### src/rtl/i2c_byte_master.sv
// Byte-level I2C master: START / STOP / byte write with ACK sample / byte read with ACK-NACK.
// Each bus slot is four quarter-phases of DIV clk cycles; all bus outputs are registered.
module i2c_byte_master #(
    parameter int unsigned DIV = 125
) (
    input  logic       clk,
    input  logic       reset,
    input  logic       start,
    input  logic       send,
    input  logic [7:0] datasend,
    input  logic       receive,
    input  logic       last,
    input  logic       stop,
    input  logic       sda_i,
    output logic       scl,
    output logic       sda_oe,
    output logic       busy,
    output logic       sended,
    output logic       received,
    output logic [7:0] datareceive,
    output logic       ack_err
);

    localparam int unsigned CW = 16;
    localparam logic [CW-1:0] CNT_LAST  = CW'(DIV - 1);
    localparam logic [CW-1:0] CNT_PULSE = CW'(DIV - 2);

    typedef enum logic [2:0] {
        S_IDLE, S_HOLD, S_START, S_WBIT, S_WACK, S_RBIT, S_RACK, S_STOP
    } state_t;

    state_t        state_q;
    logic [CW-1:0] cnt_q;
    logic [1:0]    phase_q;
    logic [2:0]    bit_q;
    logic [7:0]    shift_q;
    logic          last_q;
    logic          sample_q;
    logic          scl_q;
    logic          sda_oe_q;
    logic          busy_q;
    logic          sended_q;
    logic          received_q;
    logic [7:0]    data_q;
    logic          ack_err_q;

    logic phase_end;
    logic sample_now;
    logic pulse_now;

    assign phase_end  = (cnt_q == CNT_LAST);
    assign sample_now = (phase_q == 2'd2) && (cnt_q == '0);
    // Completion pulse lands on the final cycle of the last slot, i.e. the last busy cycle.
    assign pulse_now  = (phase_q == 2'd3) && (cnt_q == CNT_PULSE);

    always_ff @(posedge clk or negedge reset) begin
        if (!reset) begin
            state_q    <= S_IDLE;
            cnt_q      <= '0;
            phase_q    <= '0;
            bit_q      <= '0;
            shift_q    <= '0;
            last_q     <= 1'b0;
            sample_q   <= 1'b0;
            scl_q      <= 1'b1;
            sda_oe_q   <= 1'b0;
            busy_q     <= 1'b0;
            sended_q   <= 1'b0;
            received_q <= 1'b0;
            data_q     <= '0;
            ack_err_q  <= 1'b0;
        end else begin
            sended_q   <= 1'b0;
            received_q <= 1'b0;
            if (!busy_q) begin
                cnt_q   <= '0;
                phase_q <= '0;
                if (start) begin
                    state_q  <= S_START;
                    busy_q   <= 1'b1;
                    sda_oe_q <= 1'b0;
                end else if (state_q == S_HOLD) begin
                    if (stop) begin
                        state_q  <= S_STOP;
                        busy_q   <= 1'b1;
                        sda_oe_q <= 1'b1;
                    end else if (send) begin
                        state_q  <= S_WBIT;
                        busy_q   <= 1'b1;
                        shift_q  <= datasend;
                        bit_q    <= 3'd7;
                        sda_oe_q <= ~datasend[7];
                    end else if (receive) begin
                        state_q  <= S_RBIT;
                        busy_q   <= 1'b1;
                        bit_q    <= 3'd7;
                        last_q   <= last;
                        sda_oe_q <= 1'b0;
                    end
                end
            end else begin
                cnt_q <= phase_end ? '0 : cnt_q + CW'(1);
                if (phase_end) phase_q <= phase_q + 2'd1;

                if (sample_now) begin
                    if (state_q == S_RBIT) shift_q  <= {shift_q[6:0], sda_i};
                    if (state_q == S_WACK) sample_q <= sda_i;
                end

                if (pulse_now && state_q == S_WACK) begin
                    sended_q  <= 1'b1;
                    ack_err_q <= sample_q;
                end
                if (pulse_now && state_q == S_RACK) begin
                    received_q <= 1'b1;
                    data_q     <= shift_q;
                end

                if (phase_end) begin
                    case (phase_q)
                        2'd0: scl_q <= 1'b1;
                        2'd1: begin
                            if (state_q == S_START)     sda_oe_q <= 1'b1;
                            else if (state_q == S_STOP) sda_oe_q <= 1'b0;
                        end
                        2'd2: if (state_q != S_STOP) scl_q <= 1'b0;
                        2'd3: begin
                            // Slot boundary: SCL is low, so SDA may change for the next slot.
                            case (state_q)
                                S_START: begin
                                    state_q <= S_HOLD;
                                    busy_q  <= 1'b0;
                                end
                                S_STOP: begin
                                    state_q <= S_IDLE;
                                    busy_q  <= 1'b0;
                                end
                                S_WBIT: begin
                                    if (bit_q == 3'd0) begin
                                        state_q  <= S_WACK;
                                        sda_oe_q <= 1'b0;
                                    end else begin
                                        bit_q    <= bit_q - 3'd1;
                                        shift_q  <= {shift_q[6:0], 1'b0};
                                        sda_oe_q <= ~shift_q[6];
                                    end
                                end
                                S_RBIT: begin
                                    if (bit_q == 3'd0) begin
                                        state_q  <= S_RACK;
                                        sda_oe_q <= ~last_q;
                                    end else begin
                                        bit_q <= bit_q - 3'd1;
                                    end
                                end
                                S_WACK: begin
                                    state_q <= S_HOLD;
                                    busy_q  <= 1'b0;
                                end
                                S_RACK: begin
                                    state_q  <= S_HOLD;
                                    busy_q   <= 1'b0;
                                    sda_oe_q <= 1'b0;
                                end
                                default: begin
                                    state_q <= S_IDLE;
                                    busy_q  <= 1'b0;
                                end
                            endcase
                        end
                        default: ;
                    endcase
                end
            end
        end
    end

    assign scl         = scl_q;
    assign sda_oe      = sda_oe_q;
    assign busy        = busy_q;
    assign sended      = sended_q;
    assign received    = received_q;
    assign datareceive = data_q;
    assign ack_err     = ack_err_q;

endmodule

### config.mk
export PLATFORM = sky130hd
export DESIGN_NAME = i2c_byte_master
export DESIGN_NICKNAME = d
export VERILOG_FILES = /design/src/rtl/i2c_byte_master.sv
export SDC_FILE = /design/constraint.sdc
export NUM_CORES = 1
export LEC_CHECK = 0
export BUFFER_PORTS_ARGS = -buffer_cell sky130_fd_sc_hd__buf_4
export CAP_MARGIN = 20
export CORE_MARGIN = 1.5
export CORE_UTILIZATION = 59
export CTS_CLUSTER_DIAMETER = 150
export DETAILED_ROUTE_END_ITERATION = 6
export PLACE_DENSITY = 0.87
export SLEW_MARGIN = 15
export SYNTH_ARGS = -nofsm -noshare
export SYNTH_HDL_FRONTEND = slang
export SYNTH_SLANG_ARGS = --single-unit
### constraint.sdc
create_clock -name clk -period 2.2 [get_ports clk]
set_clock_uncertainty 0.05 [all_clocks]
set_input_delay 0.11 -clock clk [delete_from_list [all_inputs] [get_ports clk]]
set_output_delay 0.11 -clock clk [all_outputs]
set_load 0.02 [all_outputs]
**Yosys cells after proc, flatten, opt, wreduce, memory -nomap -nowiden**

Cells that the tools add are included.
W data, S select, Z words.

- Logic and storage cells: 138
- Flip-flop bits (word level): 48
- Output and inout port bits: 14

- Bitwise operators: 7
- Reduce and logical (&&, ||, !) cells: 24
- Mux-type cells: 64
- Equal/unequal tests: 26
- Add/sub/neg operators: 3

Operators by type and width:

| cell | count |
|---|---|
| $mux W8 | 11 |
| $mux W3 | 20 |
| $eq A16 B7 Y1 const B | 2 |
| $mux W16 | 2 |
| $mux W1 | 25 |
| $add A16 B1 Y16 const B | 1 |
| $logic_not A16 Y1 | 1 |
| $eq A3 B3 Y1 const B | 4 |
| $reduce_and A6 Y1 | 2 |
| $ne A2 B1 Y1 const B | 5 |
| $pmux W3 S3 | 1 |
| $reduce_and A4 Y1 | 2 |
| $reduce_and A8 Y1 | 1 |
| $not A1 Y1 | 7 |
| $reduce_and A7 Y1 | 1 |
| $eq A3 B2 Y1 const B | 2 |
| $ne A3 B3 Y1 const B | 2 |
| $reduce_bool A2 Y1 | 3 |
| $reduce_bool A3 Y1 | 2 |
| $ne A5 B2 Y1 const B | 1 |
| $reduce_bool A5 Y1 | 1 |
| $eq A2 B2 Y1 const B | 2 |
| $logic_and A1 B1 Y1 | 4 |
| $mux W2 | 2 |
| other kinds (17) | 20 |

**Depth between registers and ports, before layout**

Gate-level depths: netlist of the first run.

- Depth after elaboration: 8
- Depth in mapped cells: 8

**Least setup slack after synthesis of the first run**

No wires, ideal clock.

- Kind: register to register
- Start: register phase_q[1]
- End: register ack_err_q (netlist: ack_err)
- Arrival time: 1.739 ns
- Clock period less this slack: 1.914 ns
- Cell stages (with the launch flop): 7
- Slack: 0.286 ns
- Setup time: 0.125 ns
- Path buffers: 1
- Path through: dfrtp_1 ha_1 clkbuf_1 nand3_1 or3_1 nor2_1 mux2_2

- Cells in the longest elaborated chain, start to end: 4

RTL lines:

| element | line | text |
|---|---|---|
| start: declaration | 34 | `logic [1:0] phase_q;` |
| start signal: assignment | 103 | `if (phase_end) phase_q <= phase_q + 2'd1;` |
| $eq A2 B2 Y1 | 54 | `assign pulse_now = (phase_q == 2'd3) && (cnt_q == CNT_PULSE);` |
| $logic_and A1 B1 Y1 | 54 |  |
| $logic_and A1 B1 Y1 | 110 | `if (pulse_now && state_q == S_WACK) begin` |
| $reduce_and A2 Y1 (no line) | n/a |  |
| end signal: assignment | 112 | `ack_err_q <= sample_q;` |
| end: declaration | 45 | `logic ack_err_q;` |

No other way between the ends.
A chain may end at the register's enable or synchronous reset.

**Worst setup path in the final report of the first run**

- Start: register cnt_q[13]
- End: register sda_oe_q (netlist: sda_oe)

- Cells in the longest elaborated chain, start to end: 3

RTL lines:

| element | line | text |
|---|---|---|
| start: declaration | 33 | `logic [CW-1:0] cnt_q;` |
| start signal: assignment | 102 | `cnt_q <= phase_end ? '0 : cnt_q + CW'(1);` |
| $eq A16 B7 Y1 | 51 | `assign phase_end = (cnt_q == CNT_LAST);` |
| $ne A2 B1 Y1 (no line) | n/a |  |
| $reduce_and A7 Y1 (no line) | n/a |  |
| end signal: assignment | 92 | `sda_oe_q <= ~datasend[7];` |
| end signal: assignment | 145 | `sda_oe_q <= ~shift_q[6];` |
| end signal: assignment | 151 | `sda_oe_q <= ~last_q;` |
| end: declaration | 40 | `logic sda_oe_q;` |

No other way between the ends.

==> results of run 1 <==
## power by group
| part | total [mW] | leakage (nW) | switching, mW | internal, mW |
|---|---|---|---|---|
| Clock | 0.647 | 0.0541 | 0.310 | 0.336 |
| Combinational | 0.434 | 0.813 | 0.250 | 0.184 |
| Sequential | 1.05 | 0.612 | 0.0875 | 0.963 |
## cells by family after synthesis
group                      Yosys count
and+or+nand+nor                    104
AOI/OAI and AO/OA                   53
buffers and inverters               29
muxes                               16
adders and majority gates            8
xor gates and xnor gates            15
DFF                                 48
## metrics by stage
step	total power, mW	instances	cell area (sq um)	utilization, %
6_report	2.13	363	3260	73.3
5_1_grt	2.23	363	3260	73.3
4_1_cts	2.13	363	3240	72.9
3_5_place_dp	1.49	353	3110	69.9
3_3_place_gp	1.46	353	3110	69.9
2_1_floorplan	1.33	273	2790	-
## worst max-delay path: cells and delay by family, from the launching register on
family | cells | cell delay, ns
flops | 1 | 0.45
mux | 1 | 0.31
simple gates | 4 | 1.20
## per-layer routing
metal | vias to the layer above | part of all wire [%] | global-route usage [%] | wire length, um
met1 | 1071 | 44 | 32.2 | 2700
li1 | 1071 | - | - | -
met4 | 0 | 3.3 | 12.2 | 201
met3 | 22 | 6.3 | 6.89 | 389
met5 | - | 0 | 0 | 0
met2 | 91 | 46 | 39.9 | 2850
## how the worst min path moves through the flow
stage,from,endpoint,slack [ns],cells past startpoint
after floorplan,reset,ack_err,-0.24,0
after global placement,reset,phase_q[0],0.10,1
after detailed placement,reset,received,0.11,1
after CTS,sda_i,sample_q,0.02,2
after global routing,sda_i,sample_q,0.03,2
final,sda_i,sample_q,0.02,2
## cell usage after synthesis (2+ instances only)
library cell	n
dfrtp_1	47
nor2_1	22
nand2_1	19
inv_1	14
a311oi_1	13
mux2_2	12
nand3_1	10
nor3b_1	10
a21oi_1	9
clkbuf_1	9
o21ai_0	9
ha_1	8
xor2_1	8
and3_1	7
xnor2_1	7
a31oi_1	5
nand4_1	5
nor2b_1	5
and4_1	4
buf_2	3
mux2i_1	3
nor3_1	3
nor4_4	3
o211ai_1	3
or3_1	3
a41oi_1	2
and2_1	2
and3b_1	2
buf_6	2
o22ai_1	2
## cells in the final DEF (no fill, tap or decap), types with 6 or more instances in the layout
cell type,netlist,routed
and3_1,7,7
ha_1,8,6
nor2_1,22,22
a311oi_1,13,13
mux2_2,12,12
xor2_1,8,8
nand3_1,10,10
nand2_1,19,19
nor3b_1,10,10
xnor2_1,7,7
a21oi_1,9,9
dfrtp_1,47,47
buf_4,1,42
inv_1,14,14
o21ai_0,9,9
## registers in the layout (all words and copies together) (netlist names)
register,flops
datareceive,8
phase_q,2
received,1
last_q,1
cnt_q,16
ack_err,1
sda_oe,1
sample_q,1
state_q,3
shift_q,8
sended,1
bit_q,3
scl,1
busy,1
## final cells by class
class                   count  area (sq um)  area share (%)
flip-flops and latches     48          1200            36.9
clock inverters             3          42.5            1.31
well taps                  52          65.1            2.00
clock buffers               5          68.8            2.11
inverters                  14          52.6            1.61
multi-input cells         196          1470            45.2
repair buffers             45           355            10.9
## timing repair
item / 4_1_cts / 5_1_grt
hold endpoints to repair: 48 / 0
buffers inserted: 0 / 0
gates resized for setup: 0 / 4
setup endpoints to repair: 0 / 1
hold buffers: 2 / 0
==> flow_summary.yaml, run 1 <==
worst_hold_path:
  hold_path.class: "primary input to flip-flop"
sta:
  fin_ws_ns: 0.0818
  hold_violations: 0
  tightest_slew_ns: 0.591
  maxSlewViolCount: 0
  setup_viol: 0
  finalCriticalPeriod_ns: 2.12
  finalCritPeriodShare_pct: 96.3
  holdWs_ns: 0.0232
  max_freq_mhz: 472
  grt_setup_unrepaired: "false"
  maxSlewHeadroom_pct: 60.6
  setup_tns_ns: 0
critical_path:
  rr_endpoint: "sda_oe"
  path_class: "flip-flop to flip-flop"
  critPathMaxStageDelay_ns: 0.45
  worstPathMaxFanout: 9
  cp_common_cell: "nand2_1"
  crit_start: "cnt_q[13]"
  slowest_stage: "dfrtp_1"
  r2r-start: "cnt_q[13]"
  worst_setup_path_start_kind: "flip-flop"
  end_kind: "flip-flop"
  endpoint: "sda_oe"
  path_cells: "nor4_4 -> nand4_1 -> nand2_1 -> nand2_1 -> mux2_4"
  ff2ff_path_depth: 5
  arrival_ns: 2.27
  cp.required_ns: 2.35
  reg2reg_slack_ns: 0.08
grt:
  grt_max_degree: 49
  grt_pass1_vias: 2159
  grt_pass1_wl_mm: 10.1
  grt_antenna_before_repair: 0
  grt-ovfl-total: 0
  grt_usage_pct: 25.2
clocking:
  htree_levels: 2
  cts_buffers: 5
  cts_buffer_depth: 2
  clock_latency_ns: 0.31
  clkSinkCount: 48
  cts_tree: "done"
  clk_pin_slew_ns: 0.09
  cts-root-buf: "clkbuf_8"
yosys:
  synth_fa_ha_area_share_pct: 3.59
  synth_edf_count: 0
  synth.area.mux_share_pct: 6.47
  synth_xor_xnor_area_share_pct: 4.72
  netlist_instances: 273
  ys.flop_type: "dfrtp_1"
  synth-compound-area-share_pct: 14.4
  yosysSeqAreaShare_pct: 43.2
  yosys_warnings: 0
  yosys.area.top_type: "dfrtp_1"
  synthSimpleGateAreaFrac_pct: 23.0
  avgSynthCellArea_sq_um: 10.2
  synthesis.area_sq_um: 2790
  synthDistinctLibCells: 52
  ys_async_sr_fraction_pct: 100
  synth_top_family_by_area: "simple AND/OR/NAND/NOR gates"
  synth.area.top_cells: "dfrtp_1, mux2_2, a311oi_1, ha_1, nor2_1"
  synth_nets: 297
  synth.top_cell.area_share_pct: 42.2
  synth-seq-cells: 48
placement:
  gp_congestion: 0.809
  dpl.hpwl_mm: 4.25
  dp_slack_ns: 0.117
  io_buffers: 29
route:
  first_pass_iters: 5
  wl_mm: 6.15
  viasPerCell: 6.21
  drc: 0
  vias: 2255
  wl_per_cell_um: 16.9
  drt_iter0_drc: 147
  ant_nets: 0
cells_and_area:
  num-fill-cells: 281
  area_delta_synth_final_pct: 17.0
  drive_gt1_share_pct: 25.1
  antennaDiodeCount: 0
  fin_nets: 334
power_and_ir_drop:
  ir_drop_mv: 0.458
  power.density_nw_per_um2: 654
  leakage_nw: 1.48
floorplan:
  rows: 24
  initial_core_util_pct: 62.7
  core_sq_um: 4440
  boundaryPins: 30
  die_w_um: 71.7
  die_y_um: 71.7
  dieArea_sq_um: 5140
status:
  outcome: "finished clean"
job:
  cap_viol_max_count: 0
(Power assumes the default switching activity.)
==> inputs of run 2 (changes only) <==
- CORE_ASPECT_RATIO: unset -> 1.2
==> run 2 against run 1 <==
  * Sequential power is essentially flat
  * Combinational power fell by 7.8%
  * Critical path depth is the same
  * Count of clock-buffer cells in the layout unchanged
  * Clock power up 20%
  * Setup slack gained 0.0083 ns
  * Sequential share of layout area is 0.18 points lower
  * Largest cell class unchanged
  * Highest routed layer unchanged
==> flow_summary.yaml, run 2 (synthesized netlist as in run 1, its figures left out) <==
grt:
  grt-ovfl-total: 0
  grt_usage_pct: 26.9
  grt_pass1_wl_mm: 10.7
  grt_antenna_before_repair: 0
  grt_max_degree: 49
  grt_pass1_vias: 2283
sta:
  max_freq_mhz: 474
  setup_viol: 0
  tightest_slew_ns: 0.616
  finalCritPeriodShare_pct: 95.9
  fin_ws_ns: 0.0902
  maxSlewViolCount: 0
  grt_setup_unrepaired: "false"
  maxSlewHeadroom_pct: 59.0
  hold_violations: 0
  finalCriticalPeriod_ns: 2.11
  holdWs_ns: 0.0203
  setup_tns_ns: 0
cells_and_area:
  area_delta_synth_final_pct: 17.6
  largest_register: "cnt_q"
  antennaDiodeCount: 0
  largest_register_ffs: 16
  fin_nets: 334
  drive_gt1_share_pct: 24.1
  final_common_cell: "dfrtp_1"
  layout_common_cells: "dfrtp_1, buf_4, nor2_1"
route:
  viasPerCell: 6.19
  wl_mm: 6.33
  ant_nets: 0
  first_pass_iters: 4
  wl_per_cell_um: 17.2
  vias: 2285
  drt_iter0_drc: 127
  drc: 0
floorplan:
  rows: 27
  core_sq_um: 4560
  dieArea_sq_um: 5140
  die_y_um: 78.3
  die_w_um: 65.7
  boundaryPins: 30
  initial_core_util_pct: 61.1
clocking:
  htree_levels: 2
  cts_buffer_depth: 2
  clk_pin_slew_ns: 0.09
  clock_latency_ns: 0.31
  cts-root-buf: "clkbuf_8"
  cts_tree: "done"
  cts_setup_buffers: 0
  clkSinkCount: 48
  cts_buffers: 5
power_and_ir_drop:
  ir_drop_mv: 0.527
  leakage_nw: 1.49
  power.density_nw_per_um2: 685
critical_path:
  crit_start: "phase_q[1]"
  worstPathMaxFanout: 12
  arrival_ns: 2.26
  end_kind: "flip-flop"
  r2r-start: "phase_q[1]"
  worst_setup_path_start_kind: "flip-flop"
  ff2ff_path_depth: 5
  path_class: "flip-flop to flip-flop"
  cp.required_ns: 2.35
  reg2reg_slack_ns: 0.09
status:
  outcome: "finished clean"
placement:
  dpl.hpwl_mm: 4.35
  io_buffers: 29
  dp_slack_ns: 0.137
  gp_congestion: 0.890
worst_hold_path:
  min_from: "sda_i"
  hold_depth: 2
  hold_path.class: "primary input to flip-flop"
job:
  cap_viol_max_count: 0
run 2: cell types whose count changed in the layout (fill, tap and decap cells not counted), sizes merged:
cell | previous run | this run
clkinvlp | 1 | 0
bufinv | 1 | 2
inv | 14 | 15
clkinv | 1 | 0
run 2: worst max-delay path, cell delays in order, from the launching register on:
cell and delay [ns]:
dfrtp_1 0.41, ha_1 0.43, or4b_1 0.48, a41oi_1 0.23, nand2_1 0.10, mux2_4 0.30
run 2: power by group:
part | total, mW | internal (mW) | leakage, nW | switching [mW]
sequential | 1.07 | 0.962 | 0.612 | 0.103
combinational | 0.400 | 0.170 | 0.814 | 0.230
clock | 0.778 | 0.458 | 0.0687 | 0.320
run 2: stage by stage:
step | util (%) | cells | cell area (sq um) | power [mW]
floorplan | - | 273 | 2790 | 1.33
global placement | 68.3 | 359 | 3110 | 1.45
detailed placement | 68.3 | 359 | 3110 | 1.47
CTS | 71.7 | 369 | 3270 | 2.24
global route | 71.8 | 369 | 3270 | 2.34
finish | 71.8 | 369 | 3270 | 2.24
run 2: worst paths after layout:
path | end
worst max-delay path | sda_oe
worst min-delay path | sample_q
worst max register to register | sda_oe
worst min register to register | scl
max in group asynchronous | last_q
min in group asynchronous | phase_q[1]
run 2: per-layer routing:
metal	share of wire [%]	global-route usage [%]	up-vias	wire, um
li1	-	-	1069	-
met1	43	35.3	1100	2720
met4	2.3	11.0	0	146
met3	5.8	5.87	18	367
met2	49	42.8	98	3100
met5	0	0	-	0
run 2: final cells by class:
| cell class | count | area (sq um) |
|---|---|---|
| multi-input cells | 196 | 1450 |
| fillers | 313 | 1290 |
| flip-flops and latches | 48 | 1200 |
| repair buffers | 45 | 355 |
| well taps | 58 | 72.6 |
| clock buffers | 5 | 68.8 |
| clock inverters | 3 | 68.8 |
| inverters | 14 | 52.6 |
run 2: what timing repair did:
| action | 4_1_cts | 5_1_grt |
|---|---|---|
| endpoints found under the setup margin | 0 | 2 |
| resized for setup | 0 | 1 |
| hold endpoints to repair | 48 | 0 |
| hold buffers | 2 | 0 |
==> inputs of run 3 (changes only) <==
- RECOVER_POWER: unset -> 25
==> run 3 against run 2 <==
  * Maximum frequency about the same
  * Critical path depth unchanged
  * Clock power is essentially flat
  * Largest power group unchanged
  * Largest cell class unchanged
==> flow_summary.yaml, run 3 (synthesized netlist as in run 1, its figures left out) <==
job:
  cap_viol_max_count: 0
sta:
  maxSlewHeadroom_pct: 19.6
  hold_violations: 0
  finalCriticalPeriod_ns: 2.11
  setup_viol: 0
  maxSlewViolCount: 0
  holdWs_ns: 0.0203
  grt_setup_unrepaired: "false"
  max_freq_mhz: 474
  tightest_slew_ns: 1.21
  finalCritPeriodShare_pct: 95.9
  setup_tns_ns: 0
power_and_ir_drop:
  p_switching_mw: 0.653
  p_comb_share_pct: 17.8
  leakage_nw: 1.49
  power.density_nw_per_um2: 685
  p_int_mw: 1.59
  clkPwrFrac_pct: 34.7
  ir_drop_mv: 0.527
  switching_share_pct: 29.1
  seq_power_share_pct: 47.5
critical_path:
  arrival_ns: 2.26
  path_class: "flip-flop to flip-flop"
  worstPathMaxFanout: 12
  cp.required_ns: 2.35
  r2r-start: "phase_q[1]"
  crit_start: "phase_q[1]"
  worst_setup_path_start_kind: "flip-flop"
  end_kind: "flip-flop"
cells_and_area:
  final_common_cell: "dfrtp_1"
  drive_gt1_share_pct: 24.1
  largest_register: "cnt_q"
  layout_common_cells: "dfrtp_1, buf_4, nor2_1"
  antennaDiodeCount: 0
  area_delta_synth_final_pct: 17.5
  fin_nets: 334
  largest_register_ffs: 16
grt:
  grt_antenna_before_repair: 0
  grt_pass1_vias: 2283
  grt_usage_pct: 26.9
  grt-ovfl-total: 0
  grt_max_degree: 49
  grt_pass1_wl_mm: 10.7
clocking:
  cts_buffer_depth: 2
  clk_pin_slew_ns: 0.09
  htree_levels: 2
  clock_latency_ns: 0.31
  clkSinkCount: 48
  cts_setup_buffers: 0
  cts-root-buf: "clkbuf_8"
  cts_buffers: 5
  cts_tree: "done"
worst_hold_path:
  min_from: "sda_i"
  hold_path.class: "primary input to flip-flop"
route:
  first_pass_iters: 4
  ant_nets: 0
  wl_mm: 6.33
  drt_iter0_drc: 127
  vias: 2285
  wl_per_cell_um: 17.2
  drc: 0
  viasPerCell: 6.19
floorplan:
  core_sq_um: 4560
  initial_core_util_pct: 61.1
  die_w_um: 65.7
  boundaryPins: 30
  rows: 27
  die_y_um: 78.3
  dieArea_sq_um: 5140
status:
  outcome: "finished clean"
placement:
  io_buffers: 29
  dpl.hpwl_mm: 4.35
  gp_congestion: 0.890
[run 3: path summary, 6_finish.rpt]
check,to,slack (ns),cells after the start
min in group asynchronous,phase_q[1],0.53,2
max reg2reg,sda_oe,0.09,5
max,sda_oe,0.09,5
min,sample_q,0.02,2
max in group asynchronous,last_q,0.85,2
min reg2reg,scl,0.45,2
[run 3: through the flow]
stage / utilization, % / total power, mW / cell area (sq um) / worst slack (ns) / cells
floorplan: - / 1.33 / 2790 / 0.286 / 273
global placement: 68.3 / 1.45 / 3110 / 0.191 / 359
detailed placement: 68.3 / 1.47 / 3110 / 0.137 / 359
CTS: 71.7 / 2.24 / 3270 / 0.109 / 369
global route: 71.7 / 2.34 / 3270 / 0.0132 / 369
finish: 71.7 / 2.24 / 3270 / 0.0901 / 369
[run 3: area by class of cell]
type	instances	area, sq um
tap	58	72.6
sequential	48	1200
fill	314	1290
timing repair buffer	45	353
clock buffer	5	68.8
inverter	14	52.6
multi-input combinational	196	1450
clock inverter	3	68.8
[run 3: critical path, cell delays in order (launching register included)]
cell     delay (ns)
dfrtp_1        0.41
ha_1           0.43
or4b_1         0.48
a41oi_1        0.23
nand2_1        0.10
mux2_4         0.30
[run 3: power by group through the flow]
stage	sequential (mW)	clock [mW]	combinational, mW
finish	1.07	0.778	0.399
global route	1.08	0.809	0.453
CTS	1.06	0.783	0.400
detailed placement	1.08	0	0.394
global placement	1.07	0	0.383
floorplan	1.05	0	0.285
[run 3: repair_timing]
item / 4_1_cts / 5_1_grt
hold buffers: 2 / 0
endpoints found under the setup margin: 0 / 2
gates resized for setup: 0 / 1
hold endpoints to repair: 48 / 0
[run 3: metal layers]
| layer | global-route usage, % | routed length (um) |
|---|---|---|
| met1 | 35.3 | 2720 |
| met2 | 42.8 | 3100 |
| met3 | 5.87 | 367 |
| met4 | 11.0 | 146 |
| met5 | 0 | 0 |
